<file path="src/rtl/axi4_stream_pkg.sv">
// Shared definitions for the AXI4-Stream datamover scheduler:
// FSM state encoding, status-byte field positions and stream-count derivation.
package axi4_stream_pkg;

  // Scheduler FSM states
  typedef enum logic [1:0] {
    ST_IDLE     = 2'd0,
    ST_GRANT    = 2'd1,
    ST_WAIT_STS = 2'd2,
    ST_HOLDOFF  = 2'd3
  } sched_state_e;

  // Datamover status byte layout
  localparam int unsigned STS_W          = 8;
  localparam int unsigned STS_OKAY_BIT   = 7;
  localparam int unsigned STS_SLVERR_BIT = 6;
  localparam int unsigned STS_DECERR_BIT = 5;
  localparam int unsigned STS_INTERR_BIT = 4;
  localparam int unsigned STS_TAG_W      = 4;

  // Completed-transfer counter width
  localparam int unsigned DONE_W = 16;

  // Number of streams for a given log2 stream-count width
  function automatic int unsigned num_streams(input int unsigned streams_width);
    return 32'd1 << streams_width;
  endfunction

endpackage

</file>
<file path="src/rtl/axi4_stream_rr_pick.sv">
// Combinational round-robin picker.
// Ports:
//   req      - request vector, one bit per stream
//   last_idx - index granted most recently; search starts at last_idx+1
//   grant_c  - first requesting index found (wrapping); last_idx when none
//   valid_c  - at least one request present
module axi4_stream_rr_pick
  import axi4_stream_pkg::*;
#(
  parameter  int unsigned W = 2,
  localparam int unsigned N = num_streams(W)
) (
  input  logic [N-1:0] req,
  input  logic [W-1:0] last_idx,
  output logic [W-1:0] grant_c,
  output logic         valid_c
);

  logic [W-1:0] idx;

  // Scan last_idx+1 .. last_idx+N; W-bit addition wraps modulo N
  always_comb begin
    grant_c = last_idx;
    valid_c = 1'b0;
    idx     = '0;
    for (int unsigned i = 1; i <= N; i++) begin
      idx = last_idx + W'(i);
      if (!valid_c && req[idx]) begin
        grant_c = idx;
        valid_c = 1'b1;
      end
    end
  end

endmodule

</file>
<file path="src/rtl/axi4_stream_scheduler.sv">
// Round-robin scheduler issuing one datamover command at a time across
// NUM_STREAMS streams, with status checking, watchdog and completion count.
// Ports:
//   clk, rst_n      - rising-edge clock, async active-low reset
//   stream_pending  - per-stream addr/size FIFOs both non-empty
//   stream_enable   - software enable mask
//   cmd_fire        - datamover command handshake
//   sts_fire        - datamover status handshake
//   sts_data        - status byte {OKAY, SLVERR, DECERR, INTERR, tag[3:0]}
//   timeout_limit   - watchdog limit in cycles, 0 disables
//   err_clear       - pulse clearing err_flags
//   stream_select   - granted stream index
//   stream_valid    - grant qualifier
//   busy            - FSM outside IDLE
//   timeout         - one-cycle pulse on watchdog expiry
//   err_flags       - sticky per-stream error bits
//   done_count      - completed transfers, wrapping
module axi4_stream_scheduler
  import axi4_stream_pkg::*;
#(
  parameter  int unsigned C_STREAMS_WIDTH = 2,
  parameter  int unsigned C_TIMEOUT_WIDTH = 16,
  localparam int unsigned NUM_STREAMS     = num_streams(C_STREAMS_WIDTH)
) (
  input  logic                       clk,
  input  logic                       rst_n,
  input  logic [NUM_STREAMS-1:0]     stream_pending,
  input  logic [NUM_STREAMS-1:0]     stream_enable,
  input  logic                       cmd_fire,
  input  logic                       sts_fire,
  input  logic [STS_W-1:0]           sts_data,
  input  logic [C_TIMEOUT_WIDTH-1:0] timeout_limit,
  input  logic                       err_clear,
  output logic [C_STREAMS_WIDTH-1:0] stream_select,
  output logic                       stream_valid,
  output logic                       busy,
  output logic                       timeout,
  output logic [NUM_STREAMS-1:0]     err_flags,
  output logic [DONE_W-1:0]          done_count
);

  localparam int unsigned SW = C_STREAMS_WIDTH;
  localparam int unsigned TW = C_TIMEOUT_WIDTH;

  sched_state_e           state_q, state_d;
  logic [SW-1:0]          stream_select_q, stream_select_d;
  logic [SW-1:0]          last_granted_q, last_granted_d;
  logic                   stream_valid_q, stream_valid_d;
  logic                   busy_q, busy_d;
  logic                   timeout_q, timeout_d;
  logic [NUM_STREAMS-1:0] err_flags_q, err_flags_d;
  logic [DONE_W-1:0]      done_count_q, done_count_d;
  logic [TW-1:0]          wd_q, wd_d;

  logic [NUM_STREAMS-1:0] cand_c;
  logic [SW-1:0]          pick_c;
  logic                   pick_valid_c;
  logic                   sel_live_c;
  logic                   sts_bad_c;
  logic [TW-1:0]          wd_inc_c;
  logic                   wd_expire_c;

  assign cand_c = stream_pending & stream_enable;

  axi4_stream_rr_pick #(
    .W (SW)
  ) u_rr_pick (
    .req      (cand_c),
    .last_idx (last_granted_q),
    .grant_c  (pick_c),
    .valid_c  (pick_valid_c)
  );

  // Granted stream is still both pending and enabled
  assign sel_live_c = cand_c[stream_select_q];

  // Status is bad unless OKAY alone is set and the tag echoes the grant
  assign sts_bad_c = !sts_data[STS_OKAY_BIT]   ||
                     sts_data[STS_SLVERR_BIT]  ||
                     sts_data[STS_DECERR_BIT]  ||
                     sts_data[STS_INTERR_BIT]  ||
                     (32'(sts_data[STS_TAG_W-1:0]) != 32'(stream_select_q));

  // Saturating watchdog; expiry compares the count including this cycle
  assign wd_inc_c    = (wd_q == '1) ? wd_q : wd_q + TW'(1);
  assign wd_expire_c = (timeout_limit != '0) && (wd_inc_c == timeout_limit);

  // Next-state and output logic
  always_comb begin
    state_d         = state_q;
    stream_select_d = stream_select_q;
    last_granted_d  = last_granted_q;
    stream_valid_d  = stream_valid_q;
    timeout_d       = 1'b0;
    wd_d            = wd_q;
    done_count_d    = done_count_q;
    // Clear first so a same-cycle error set below wins for its stream
    err_flags_d     = err_clear ? '0 : err_flags_q;

    case (state_q)
      ST_IDLE: begin
        wd_d = '0;
        if (pick_valid_c) begin
          stream_select_d = pick_c;
          stream_valid_d  = 1'b1;
          state_d         = ST_GRANT;
        end
      end

      ST_GRANT: begin
        wd_d = wd_inc_c;
        if (wd_expire_c) begin
          timeout_d                    = 1'b1;
          err_flags_d[stream_select_q] = 1'b1;
          stream_valid_d               = 1'b0;
          state_d                      = ST_IDLE;
        end else if (cmd_fire) begin
          last_granted_d = stream_select_q;
          stream_valid_d = 1'b0;
          state_d        = ST_WAIT_STS;
        end else if (!sel_live_c) begin
          // Request withdrawn before the command went out: quiet abort
          stream_valid_d = 1'b0;
          state_d        = ST_IDLE;
        end
      end

      ST_WAIT_STS: begin
        wd_d = wd_inc_c;
        if (wd_expire_c) begin
          timeout_d                    = 1'b1;
          err_flags_d[stream_select_q] = 1'b1;
          state_d                      = ST_IDLE;
        end else if (sts_fire) begin
          if (sts_bad_c) begin
            err_flags_d[stream_select_q] = 1'b1;
          end
          done_count_d = done_count_q + DONE_W'(1);
          state_d      = ST_HOLDOFF;
        end
      end

      ST_HOLDOFF: begin
        state_d = ST_IDLE;
      end

      default: begin
        state_d        = ST_IDLE;
        stream_valid_d = 1'b0;
      end
    endcase

    busy_d = (state_d != ST_IDLE);
  end

  // State and output registers
  always_ff @(posedge clk or negedge rst_n) begin
    if (!rst_n) begin
      state_q         <= ST_IDLE;
      stream_select_q <= '0;
      last_granted_q  <= SW'(NUM_STREAMS - 1);
      stream_valid_q  <= 1'b0;
      busy_q          <= 1'b0;
      timeout_q       <= 1'b0;
      err_flags_q     <= '0;
      done_count_q    <= '0;
      wd_q            <= '0;
    end else begin
      state_q         <= state_d;
      stream_select_q <= stream_select_d;
      last_granted_q  <= last_granted_d;
      stream_valid_q  <= stream_valid_d;
      busy_q          <= busy_d;
      timeout_q       <= timeout_d;
      err_flags_q     <= err_flags_d;
      done_count_q    <= done_count_d;
      wd_q            <= wd_d;
    end
  end

  assign stream_select = stream_select_q;
  assign stream_valid  = stream_valid_q;
  assign busy          = busy_q;
  assign timeout       = timeout_q;
  assign err_flags     = err_flags_q;
  assign done_count    = done_count_q;

endmodule

</file>
<file path="config.mk">
export PLATFORM = sky130hd
export DESIGN_NAME = axi4_stream_scheduler
export DESIGN_NICKNAME = d
export VERILOG_FILES = /design/src/rtl/axi4_stream_pkg.sv /design/src/rtl/axi4_stream_rr_pick.sv /design/src/rtl/axi4_stream_scheduler.sv
export SDC_FILE = /design/constraint.sdc
export NUM_CORES = 1
export LEC_CHECK = 0
export CAP_MARGIN = 5
export CELL_PAD_IN_SITES_DETAIL_PLACEMENT = 0
export CELL_PAD_IN_SITES_GLOBAL_PLACEMENT = 2
export CORE_ASPECT_RATIO = 1.1
export CORE_UTILIZATION = 40
export DETAILED_ROUTE_END_ITERATION = 8
export DONT_BUFFER_PORTS = 1
export PLACE_DENSITY_LB_ADDON = 0.1
export SETUP_SLACK_MARGIN = 0.02
export SYNTH_ARGS = -nofsm -noshare
export SYNTH_HDL_FRONTEND = slang
export SYNTH_SLANG_ARGS = --single-unit
</file>
<file path="constraint.sdc">
create_clock -name clk -period 5.66 [get_ports clk]
set_clock_uncertainty 0.2 [all_clocks]
set_input_delay 0.849 -clock clk [delete_from_list [all_inputs] [get_ports clk]]
set_output_delay 0.849 -clock clk [all_outputs]
set_load 0.005 [all_outputs]
</file>
Yosys cells after proc, flatten, opt, wreduce, memory -nomap -nowiden
Index checks and enable logic that the tools add are counted.
Storage, ports and cells
  flip-flop bits (word level): 45
  bits of input ports: 37
  output and inout bits: 25
  logic and storage cells: 96
Operators by class
  add/sub/neg operators: 5
  order comparisons: 6
  equal/unequal tests: 8
  multiplexer cells: 42
  bitwise gates (word level): 3
  reduce and logical (&&, ||, !) cells: 23
Operators with widths (count)
  $add 16x1->16 const B: 2
  $pmux 16 s2: 1
  $mux 2: 10
  $mux 4: 5
  $eq 16x16->1: 1
  $eq 16x16->1 const B: 1
  $mux 1: 16
  $mux 16: 1
  $reduce_bool 16->1: 1
  $lt 2x3->1 const B: 5
  $bmux 1 s2: 5
  $reduce_and 3->1: 3
  $pmux 2 s4: 1
  $pmux 4 s2: 1
  $reduce_bool 2->1: 3
  $logic_and 1x1->1: 5
  $add 2x2->2 const B: 2
  $and 4x4->4: 1
  $eq 2x2->1 const B: 2
  $logic_not 1->1: 4
  $logic_or 1x1->1: 4
  $ne 4x2->1: 1
  $ne 4x4->1 const B: 1
  $or 4x4->4: 1
  10 further kinds: 10

Logic depth before layout (Yosys ltp)
Gate-level depths: netlist (run 1).
  depth in word-level cells: 16
  depth in mapped cells: 11
  mapped depth without buffers: 9

By module
A second synthesis (run 1) with hierarchy kept.
Unflattened totals
  cell total of the unflattened synthesis: 392
  area total of the unflattened synthesis: 3440.8 sq um
Modules (own cells, without submodules)
  axi4_stream_scheduler: instances 1, cells an instance 378, area an instance 3358.2 sq um, seq. area each 1128.6 sq um
  axi4_stream_rr_pick: instances 1, cells an instance 14, area an instance 82.6 sq um, seq. area each 0.0 sq um

Least setup slack after synthesis (run 1)
OpenSTA, ideal clock, no wires.
  path kind: reg2reg
  start point: register wd_q[0]
  end point: register last_granted_q[0]
  library setup time: 0.082 ns
  data arrival time: 2.768 ns
  required time: 5.378 ns
  path slack: 2.610 ns
  cell stages (with the launch flop): 12
  buffers on the path: 2
  period minus slack after synthesis: 3.050 ns
  cells stage by stage: dfrtp_1 -> ha_1 -> and4_1 -> clkbuf_1 -> o211ai_1 -> xnor2_1 -> nor4_2 -> nand4_1 -> nor4_4 -> buf_6 -> nor2_2 -> mux2_4
On the way
  longest elaborated chain between the ends: 6
  elaborated cells between the ends (all ways): 7
  classes of those cells: 1 x add/sub; 2 x eq/ne; 1 x mux; 1 x bitwise; 2 x reduce/logical
RTL lines
  from (decl): line axi4_stream_scheduler.sv:53  | logic [TW-1:0] wd_q, wd_d;
  from (signal assigned): line axi4_stream_scheduler.sv:177  | wd_q <= wd_d;
  $add 16x1->16 / $eq 16x16->1 (equally long branches): line axi4_stream_scheduler.sv:85  | assign wd_inc_c = (wd_q == '1) ? wd_q : wd_q + TW'(1);
  $mux 16 *: line axi4_stream_scheduler.sv:85
  $eq 16x16->1 *: line axi4_stream_scheduler.sv:86  | assign wd_expire_c = (timeout_limit != '0) && (wd_inc_c == timeout_limit);
  $logic_and 1x1->1 *: line axi4_stream_scheduler.sv:86
  $not 1->1 (no line) *
  $reduce_and 3->1 (no line) *
  to (signal assigned): line axi4_stream_scheduler.sv:161  | last_granted_q <= SW'(NUM_STREAMS - 1);
  to (signal assigned): line axi4_stream_scheduler.sv:171  | last_granted_q <= last_granted_d;
  to (decl): line axi4_stream_scheduler.sv:47  | logic [SW-1:0] last_granted_q, last_granted_d;
Every way passes the cells marked *; elsewhere a longest branch is shown, timed or not.
A chain may end at the register's enable or synchronous reset.

Worst setup path in the final report (run 1)
  start point: register wd_q[0]
  end point: register done_count_q[1], in the netlist done_count[1]
On the way
  longest elaborated chain between the ends: 6
  elaborated cells between the ends (all ways): 7
  classes of those cells: 1 x add/sub; 2 x eq/ne; 1 x mux; 1 x bitwise; 2 x reduce/logical
RTL lines
  $add 16x1->16 / $eq 16x16->1 (equally long branches): line axi4_stream_scheduler.sv:85
  $mux 16 *: line axi4_stream_scheduler.sv:85
  $eq 16x16->1 *: line axi4_stream_scheduler.sv:86
  $logic_and 1x1->1 *: line axi4_stream_scheduler.sv:86
  $not 1->1 (no line) *
  $reduce_and 3->1 (no line) *
  to (signal assigned): line axi4_stream_scheduler.sv:176  | done_count_q <= done_count_d;
  to (decl): line axi4_stream_scheduler.sv:52  | logic [DONE_W-1:0] done_count_q, done_count_d;
Marked as above.

==> flow_summary.toml, run 1 <==
[yosys]
synth_top_family_by_area = "simple AND/OR/NAND/NOR gates"
syn_inst = 374
synth_top_cell_area_share = 0.328
synth_fa_ha_area_frac = 0.0267
ys.flop_type = "dfrtp_1"
synth_mux_area_frac = 0.0260
yosys.area.top_type = "dfrtp_1"
synth-async-reset-ratio = 1.00
synth_area_per_cell_um2 = 8.76
yosys.area_share.simple = 0.292
syn-cell-area_mm2 = 0.00328
synth_xor_area_frac = 0.103
syn_nets = 418
synth_seq_area_share = 0.344
ys_warn_count = 0
synth_compound_area_frac = 0.161
netlist_top_cells_area = "dfrtp_1 33%, xnor2_1 5.3%, nand2_1 4.9%"
yosys_register_bits = 45
synth_edf_count = 0
yosys.cell_types.count = 64

[finish]
syn_to_final_growth_pct = 4.73
diodes = 0
final_cell_mix = "43 x nand2_1, 43 x dfrtp_1, 29 x nor2_1"
fin_util = 0.434
layout.nets = 406
drive_above_1_share = 0.0937
instances_no_fill = 471
fillers = 812
multiInputGateArea_mm2 = 0.00200
register_area_mm2 = 0.00113

[job]
cap_viol_max_count = 0

[global_route]
grt_max_degree = 46
grt.total_usage = 0.211
antenna_found_initial = 0
grt_pass1_wl_mm = 14.1
first_global_vias = 2726
gr-total-overflow = 0

[clock_network]
htreeDepth = 2
clock-root-buffer = "clkbuf_8"
numCtsBuffers = 5
numClockSinks = 45
post_cts_buffers = 0
cts_tree = "done"
clk_latency_ns = 0.31
clockBufferDepth = 2
path_clk_slew_ns = 0.10
post_cts_resized = 0
hold_buffers = 0

[timing]
fin_tns_setup_ns = 0
clock.fmax_ghz = 0.286
tightest_slew_ns = 0.595
maxSlewViolCount = 0
final-setup-viol-count = 0
slew-limit-headroom = 0.600
rsz0062_at_grt = "no"
setup_ws_ns = 2.16
whs_ns = 0.0164
fin_crit_sh = 0.619
min_period_ns = 3.50
hold_violations = 0

[critical_path]
start_kind = "register"
end_kind = "register"
slowest_delay_ns = 0.48
crit_path_cell_trace = "ha_1 > and4_1 > o211ai_1 > xnor2_1 > nor4_2 > nand4_1 > nor4_4 > buf_4 > nor2_1 > mux2_2"
worstPathArrival_ns = 3.50
crit_buf_inv = 1
critPathRequiredTime_ns = 5.66
slowest_stage = "dfrtp_1"
crit_type = "reg2reg"
cp_top_family = "simple AND/OR/NAND/NOR gates"
cp_max_fo = 24
regToRegSetupSlack_ns = 2.16

[drt]
ant_nets = 0
avgRoutedWirePerCell_um = 17.8
totalWireLength_mm = 8.40
drt_first_pass_iters = 4
drc = 0
via_count = 2692
drtIter0Drc = 180
viasPerCell = 5.72

[floorplanning]
core_mm2 = 0.00791
core.rowCount = 34
ioPinCount = 62
start_util = 0.414
dieArea_mm2 = 0.00856
die_x_um = 88.3
fp.dieH_um = 96.9

[pwr]
p_sw_w = 0.000490
clock_power_share = 0.214
p_int_w = 0.000711
seqPwrFrac = 0.403
leakage_nw = 1.39
combinationalPowerShare = 0.383
switching_share = 0.408
ir_drop_uv = 184
power.density_mw_per_mm2 = 350

[placement]
port-buffer-count = 0
gp_congestion = 0.817
hpwl_mm = 6.23
post-place-cells = 463
pre_cts_slack_ns = 2.21

[run_status]
status = "completed"

[worst_hold_path]
hp-class = "in2async"
-- path summary, 6_finish.rpt --
path	startpoint	end	cells after the start
max in group asynchronous	rst_n	last_granted_q[1]	0
hold reg to reg	done_count[15]	done_count[15]	1
hold / removal	rst_n	wd_q[6]	0
min in group clk	done_count[15]	done_count[15]	1
setup reg to reg	wd_q[0]	done_count[1]	10
setup / recovery	wd_q[0]	done_count[1]	10
-- per-stage QoR --
step	area [µm²]	total power, W
3_5_place_dp	3320	0.000953
4_1_cts	3430	0.00121
3_3_place_gp	3320	0.000957
6_report	3430	0.00120
2_1_floorplan	3280	0.000838
5_1_grt	3430	0.00130
-- registers in the layout, summed over array words and instances, names as in the netlist --
name,cells
busy,1
done_count,16
err_flags,4
last_granted_q,2
state_q,2
stream_select,2
stream_valid,1
timeout,1
wd_q,16
-- routing by layer --
layer	vias up	global-route usage	share of wire	wire, µm
li1	1342	-	-	-
met1	1272	0.270	0.43	3610
met2	64	0.356	0.51	4260
met3	14	0.0392	0.045	375
met4	0	0.0608	0.018	154
met5	-	0	0	0
-- cell usage after synthesis, drive strengths merged, types with 4 or more instances --
cell	number
a21boi	4
a21oi	26
a31oi	4
and3	7
and4	4
buf	12
clkbuf	10
dfrtp	43
ha	7
inv	10
mux2	6
nand2	43
nand2b	5
nand3	16
nand3b	7
nand4	14
nand4b	4
nor2	30
nor4	15
o21ai	18
o31ai	8
xnor2	20
xor2	16
-- cells by family (layout without fill, tap and decap cells) --
group | Yosys count | after routing
XOR/XNOR | 37 | 37
AND/OR/NAND/NOR | 164 | 164
AO/OA/AOI/OAI | 82 | 82
multiplexers | 7 | 7
flip-flops | 45 | 45
adder cells (fa/ha/maj) | 7 | 7
buffers and inverters | 32 | 21
-- power by group through the flow --
stage / Combinational [W] / Clock [W] / Sequential (W)
after floorplan: 0.000388 / 0 / 0.000450
after global placement: 0.000466 / 0 / 0.000491
after detailed placement: 0.000461 / 0 / 0.000492
after CTS: 0.000466 / 0.000263 / 0.000486
after global routing: 0.000527 / 0.000274 / 0.000499
final: 0.000460 / 0.000257 / 0.000484
-- worst reg2reg max path, stage by stage (launching register included) --
cell and delay [ns]:
dfrtp_1 0.48, ha_1 0.35, and4_1 0.40, o211ai_1 0.21, xnor2_1 0.19, nor4_2 0.31
nand4_1 0.26, nor4_4 0.31, buf_4 0.28, nor2_1 0.12, mux2_2 0.27
-- area by class of cell --
cell class	count	area share
clock buffer	5	0.0201
clock inverter	3	0.0128
inverter	10	0.0109
multi-input combinational	297	0.581
sequential	45	0.329
tap	108	0.0394
timing repair buffer	3	0.00656
Note: power is estimated with default switching activity, not from simulation.
==> run 2: changes to the inputs <==
--- a/config.mk
+++ b/config.mk
@@ -9,7 +9,7 @@
 export CELL_PAD_IN_SITES_DETAIL_PLACEMENT = 0
 export CELL_PAD_IN_SITES_GLOBAL_PLACEMENT = 2
 export CORE_ASPECT_RATIO = 1.1
-export CORE_UTILIZATION = 40
+export CORE_UTILIZATION = 35
 export DETAILED_ROUTE_END_ITERATION = 8
 export DONT_BUFFER_PORTS = 1
 export PLACE_DENSITY_LB_ADDON = 0.1
==> constraint.sdc (replaced) <==
create_clock -name clk -period 3.2 [get_ports clk]
set_clock_uncertainty 0.2 [all_clocks]
set_input_delay 0.48 -clock clk [delete_from_list [all_inputs] [get_ports clk]]
set_output_delay 0.48 -clock clk [all_outputs]
set_load 0.005 [all_outputs]
==> run 2 against run 1 <==
Net effect:
- critical path depth grew 1
- design area grew 9.8%
- combinational power grew 100%
- worst setup slack lost 2.0 ns
- die area grew 14%
- flip-flop and latch count is the same
- power grew 84%
- maximum frequency grew 14%
- largest cell class unchanged
==> flow_summary.toml, run 2 (synthesis gave the netlist of run 1 again) <==
[clock_network]
path_clk_slew_ns = 0.09
clockBufferDepth = 2
numCtsBuffers = 5
htreeDepth = 2
clk_latency_ns = 0.30
numClockSinks = 45
clock-root-buffer = "clkbuf_8"
cts_tree = "done"

[global_route]
first_global_vias = 2687
antenna_found_initial = 0
gr-total-overflow = 0
grt.total_usage = 0.194
grt_max_degree = 46
grt_pass1_wl_mm = 14.4

[critical_path]
start_kind = "register"
crit_path_cell_trace = "buf_4 > nand4_1 > nor4_4 > buf_4 > xor2_2 > o32ai_2 > nor3_4 > nor4_4 > buf_12 > or4_1 > xnor2_1"
r2r-start = "wd_q[13]"
worstPathArrival_ns = 3.07
regToRegSetupSlack_ns = 0.12
crit_type = "reg2reg"
end_kind = "register"
cp_max_fo = 24
critPathRequiredTime_ns = 3.19
crit_buf_inv = 3
critPathLaunch = "wd_q[13]"
reg2reg_depth = 11
slowest_delay_ns = 0.52
cp_top_family = "simple AND/OR/NAND/NOR gates"
slowest_stage = "or4_1"
timing.rr.end = "done_count[8]"

[timing]
hold_violations = 0
rsz0062_at_grt = "no"
min_period_ns = 3.08
final-setup-viol-count = 0
clock.fmax_ghz = 0.325
maxSlewViolCount = 0
tightest_slew_ns = 0.612
fin_crit_sh = 0.962
slew-limit-headroom = 0.589
fin_tns_setup_ns = 0

[finish]
fillers = 915
layout.nets = 440
drive_above_1_share = 0.184
syn_to_final_growth_pct = 15.0
diodes = 0
final_cell_mix = "43 x nand2_1, 41 x dfrtp_1, 34 x buf_4"
final_common_cell = "nand2_1"

[drt]
viasPerCell = 5.53
routed.top_layer = "met4"
wl_met2_mm = 4.62
met3WireLength_um = 324
drt_first_pass_iters = 4
via_count = 2826
totalWireLength_mm = 9.13
wirelength_met1_mm = 4.01
avgRoutedWirePerCell_um = 17.9
drtIter0Drc = 102
drc = 0
ant_nets = 0

[pwr]
ir_drop_uv = 367
power.density_mw_per_mm2 = 587
power_w = 0.00221
leakage_nw = 1.59

[placement]
hpwl_mm = 6.99
port-buffer-count = 0
gp_congestion = 0.800

[floorplanning]
die_x_um = 94.3
fp.dieH_um = 103
start_util = 0.366
ioPinCount = 62
core_mm2 = 0.00896
dieArea_mm2 = 0.00975
core.rowCount = 36

[job]
cap_viol_max_count = 0

[worst_hold_path]
hp-class = "in2reg"
whs_path_depth = 2
whs_endpoint = "err_flags[2]"
min-delay-start = "err_clear"

[run_status]
status = "completed"
run 2: cell type report:
| class | instances | area [µm²] | area share |
|---|---|---|---|
| Timing Repair Buffer | 37 | 313 | 0.0830 |
| Clock inverter | 3 | 46.3 | 0.0123 |
| Tap cell | 114 | 143 | 0.0378 |
| Sequential cell | 45 | 1130 | 0.300 |
| Inverter | 10 | 37.5 | 0.00996 |
| Multi-Input combinational cell | 297 | 2030 | 0.539 |
| Clock buffer | 5 | 68.8 | 0.0183 |
run 2: what timing repair did:
| action | in CTS | in global routing |
|---|---|---|
| hold buffers | 2 | 0 |
| buffers inserted | 0 | 4 |
| endpoints found under the hold margin | 45 | 0 |
| setup endpoints to repair | 0 | 18 |
| gates resized for setup | 0 | 7 |
run 2: worst max-delay path by stage:
stage / slack [ns] / cells after the start / to
after floorplan: 0.15 / 11 / last_granted_q[0]
after global placement: 0.12 / 9 / done_count[8]
after detailed placement: 0.06 / 9 / done_count[8]
after CTS: 0.05 / 9 / done_count[8]
after global routing: 0.02 / 10 / done_count[8]
final: 0.12 / 11 / done_count[8]
run 2: per-layer routing:
layer  global-route usage  vias up
met5                    0        -
met4               0.0639        0
met3               0.0314       12
met2                0.334       62
met1                0.249     1355
li1                     -     1397
run 2: where the power goes:
part           internal (W)  switching (W)
logic              0.000386       0.000536
registers          0.000688       0.000158
clock network      0.000234       0.000211
total               0.00131       0.000904
run 2: per-stage QoR:
| stage | setup WS (ns) | hold slack [ns] | utilization | std cells | area, µm² |
|---|---|---|---|---|---|
| after floorplan | 0.150 | -0.0156 | - | 374 | 3280 |
| after global placement | 0.123 | -0.0140 | 0.396 | 497 | 3550 |
| after detailed placement | 0.0605 | -0.0142 | 0.396 | 497 | 3550 |
| after CTS | 0.0497 | 0.145 | 0.413 | 507 | 3700 |
| after global routing | 0.0160 | 0.145 | 0.421 | 511 | 3770 |
| final | 0.122 | 0.158 | 0.421 | 511 | 3770 |
==> run 3: changes to the inputs <==
--- a/config.mk
+++ b/config.mk
@@ -16,4 +16,5 @@
 export SETUP_SLACK_MARGIN = 0.02
 export SYNTH_ARGS = -nofsm -noshare
 export SYNTH_HDL_FRONTEND = slang
+export SYNTH_HIERARCHICAL = 1
 export SYNTH_SLANG_ARGS = --single-unit
==> run 3 against run 2 <==
Net effect:
- flip-flop and latch count stayed put
- final cell count is 12% higher
- first-iteration DRC count is 73% higher
- sequential share of layout area is 3.4 points lower
- critical path type unchanged
- critical endpoint is now last_granted_q[1]
- largest power group unchanged
- highest routed layer unchanged
==> flow_summary.toml, run 3 <==
[yosys]
synth_edf_count = 0
synth_commonest_cells = "43 x dfrtp_1, 34 x nand2_1, 30 x xnor2_1"
synth-async-reset-ratio = 1.00
yosys.area.top_type = "dfrtp_1"
synth_seq_area_share = 0.328
yosys.cell_types.count = 66
synth_area_per_cell_um2 = 8.78
syn-cell-area_mm2 = 0.00344
ys_warn_count = 6
yosys_register_bits = 45
synth_top_cell_area_share = 0.313
synth_most_common_cell = "dfrtp_1"
syn_inst = 392
ys.flop_type = "dfrtp_1"
netlist_top_cells_area = "dfrtp_1 31%, xnor2_1 7.6%, nand2_1 3.7%"
syn_nets = 435

[placement]
dpl-instance-area_mm2 = 0.00400
gp_congestion = 0.922
port-buffer-count = 0
post-place-cells = 557
hpwl_mm = 7.88

[timing]
tightest_slew_ns = 0.484
rsz0062_at_grt = "yes"
fin_tns_setup_ns = 0
clock.fmax_ghz = 0.320
min_period_ns = 3.13
hold_violations = 0
fin_crit_sh = 0.977
final-setup-viol-count = 0
maxSlewViolCount = 0
slew-limit-headroom = 0.674

[critical_path]
crit_buf_inv = 0
critPathRequiredTime_ns = 3.24
crit_path_cell_trace = "ha_4 > and4_4 > a21oi_1 > o211a_1 > o21bai_1 > or3b_1 > or4_4 > o21bai_4 > mux2_2"
start_kind = "register"
worstPathArrival_ns = 3.17
crit_type = "reg2reg"
slowest_delay_ns = 0.59
cp_max_fo = 6
cp_top_family = "simple AND/OR/NAND/NOR gates"
end_kind = "register"
slowest_stage = "or4_4"

[drt]
viasPerCell = 5.63
drc = 0
drt_first_pass_iters = 4
totalWireLength_mm = 10.3
avgRoutedWirePerCell_um = 17.9
ant_nets = 0
via_count = 3230
drtIter0Drc = 176

[run_status]
status = "completed"

[finish]
fin_util = 0.451
diodes = 0
final_common_cell = "buf_4"
syn_to_final_growth_pct = 23.9
layout.nets = 499
final_cell_mix = "73 x buf_4, 39 x dfrtp_1, 33 x nand2_1"
register_area_mm2 = 0.00113
final_area_mm2 = 0.00426
instances_no_fill = 574
drive_above_1_share = 0.280
fillers = 961
multiInputGateArea_mm2 = 0.00224

[clock_network]
numCtsBuffers = 5
cts_tree = "done"
clockBufferDepth = 2
path_clk_slew_ns = 0.09
numClockSinks = 45
htreeDepth = 2
clk_latency_ns = 0.30
clock-root-buffer = "clkbuf_8"

[floorplanning]
start_util = 0.364
core.rowCount = 37
die_x_um = 96.5
core_mm2 = 0.00944
dieArea_mm2 = 0.0102
ioPinCount = 62
fp.dieH_um = 106

[global_route]
grt.total_usage = 0.210
first_global_vias = 3184
grt_pass1_wl_mm = 16.4
antenna_found_initial = 0
grt_max_degree = 46
gr-total-overflow = 0

[pwr]
ir_drop_uv = 230
leakage_nw = 1.80
power.density_mw_per_mm2 = 519
power_w = 0.00221

[worst_hold_path]
hp-class = "in2reg"

[job]
cap_viol_max_count = 0
==> run 3: cell count changes after synthesis, sizes merged, moves of 8 or more <==
cell / previous run / this run
xnor2: 20 / 30
nand2: 43 / 34
xor2: 16 / 6
o21ai: 18 / 28
and2: 3 / 11
==> run 3: power breakdown <==
part	switching (W)	internal, W	leakage [nW]	total (W)
combinational	0.000581	0.000435	1.16	0.00102
clock	0.000218	0.000155	0.0445	0.000373
sequential	0.000149	0.000674	0.594	0.000823
total	0.000949	0.00126	1.80	0.00221
==> run 3: logic make-up after synthesis <==
group                      Yosys count  share of synthesized area
muxes                               13                     0.0436
xor gates and xnor gates            36                     0.0916
DFF                                 45                      0.328
and+or+nand+nor                    157                      0.257
buffers and inverters               35                     0.0487
adders and majority gates            6                     0.0218
AOI/OAI and AO/OA                  100                      0.209
==> run 3: per-layer routing <==
layer	vias up	share of wire	GRT usage
met4	0	0.021	0.0567
li1	1578	-	-
met1	1546	0.44	0.271
met5	-	0	0
met2	90	0.48	0.356
met3	16	0.051	0.0351
==> run 3: tightest hold or removal path: stages <==
cell and delay (ns):
nor2_1 0.03, o21ai_1 0.07, a31oi_1 0.09
==> run 3: final timing paths <==
check | startpoint | end | slack, ns | cells past startpoint
max | wd_q[1] | last_granted_q[1] | 0.07 | 9
min | cmd_fire | stream_valid | 0.20 | 3
max reg2reg | wd_q[1] | last_granted_q[1] | 0.07 | 9
min reg2reg | done_count[4] | done_count[4] | 0.31 | 1
max in group asynchronous | rst_n | last_granted_q[0] | 2.06 | 2
min in group asynchronous | rst_n | done_count[12] | 0.47 | 2
==> run 3: per-stage QoR <==
stage	setup WS (ns)	hold WS [ns]
global placement	-0.105	-0.0147
global route	-0.0429	0.203
CTS	0.0214	0.182
floorplan	0.0496	-0.0156
detailed placement	-0.115	-0.0147
finish	0.0728	0.196
==> run 3: cell type report <==
type	instances	area share
sequential	45	0.266
inverter	16	0.0141
clock buffer	5	0.0161
timing repair buffer	76	0.140
multi-input combinational	312	0.525
tap	117	0.0343
clock inverter	3	0.00499
==> run 3: timing repair <==
action,4_1_cts,5_1_grt
setup buffers,0,7
hold buffers,2,0
endpoints found under the setup margin,25,26
pin swaps,0,19
hold endpoints to repair,45,0
gates resized for setup,2,22
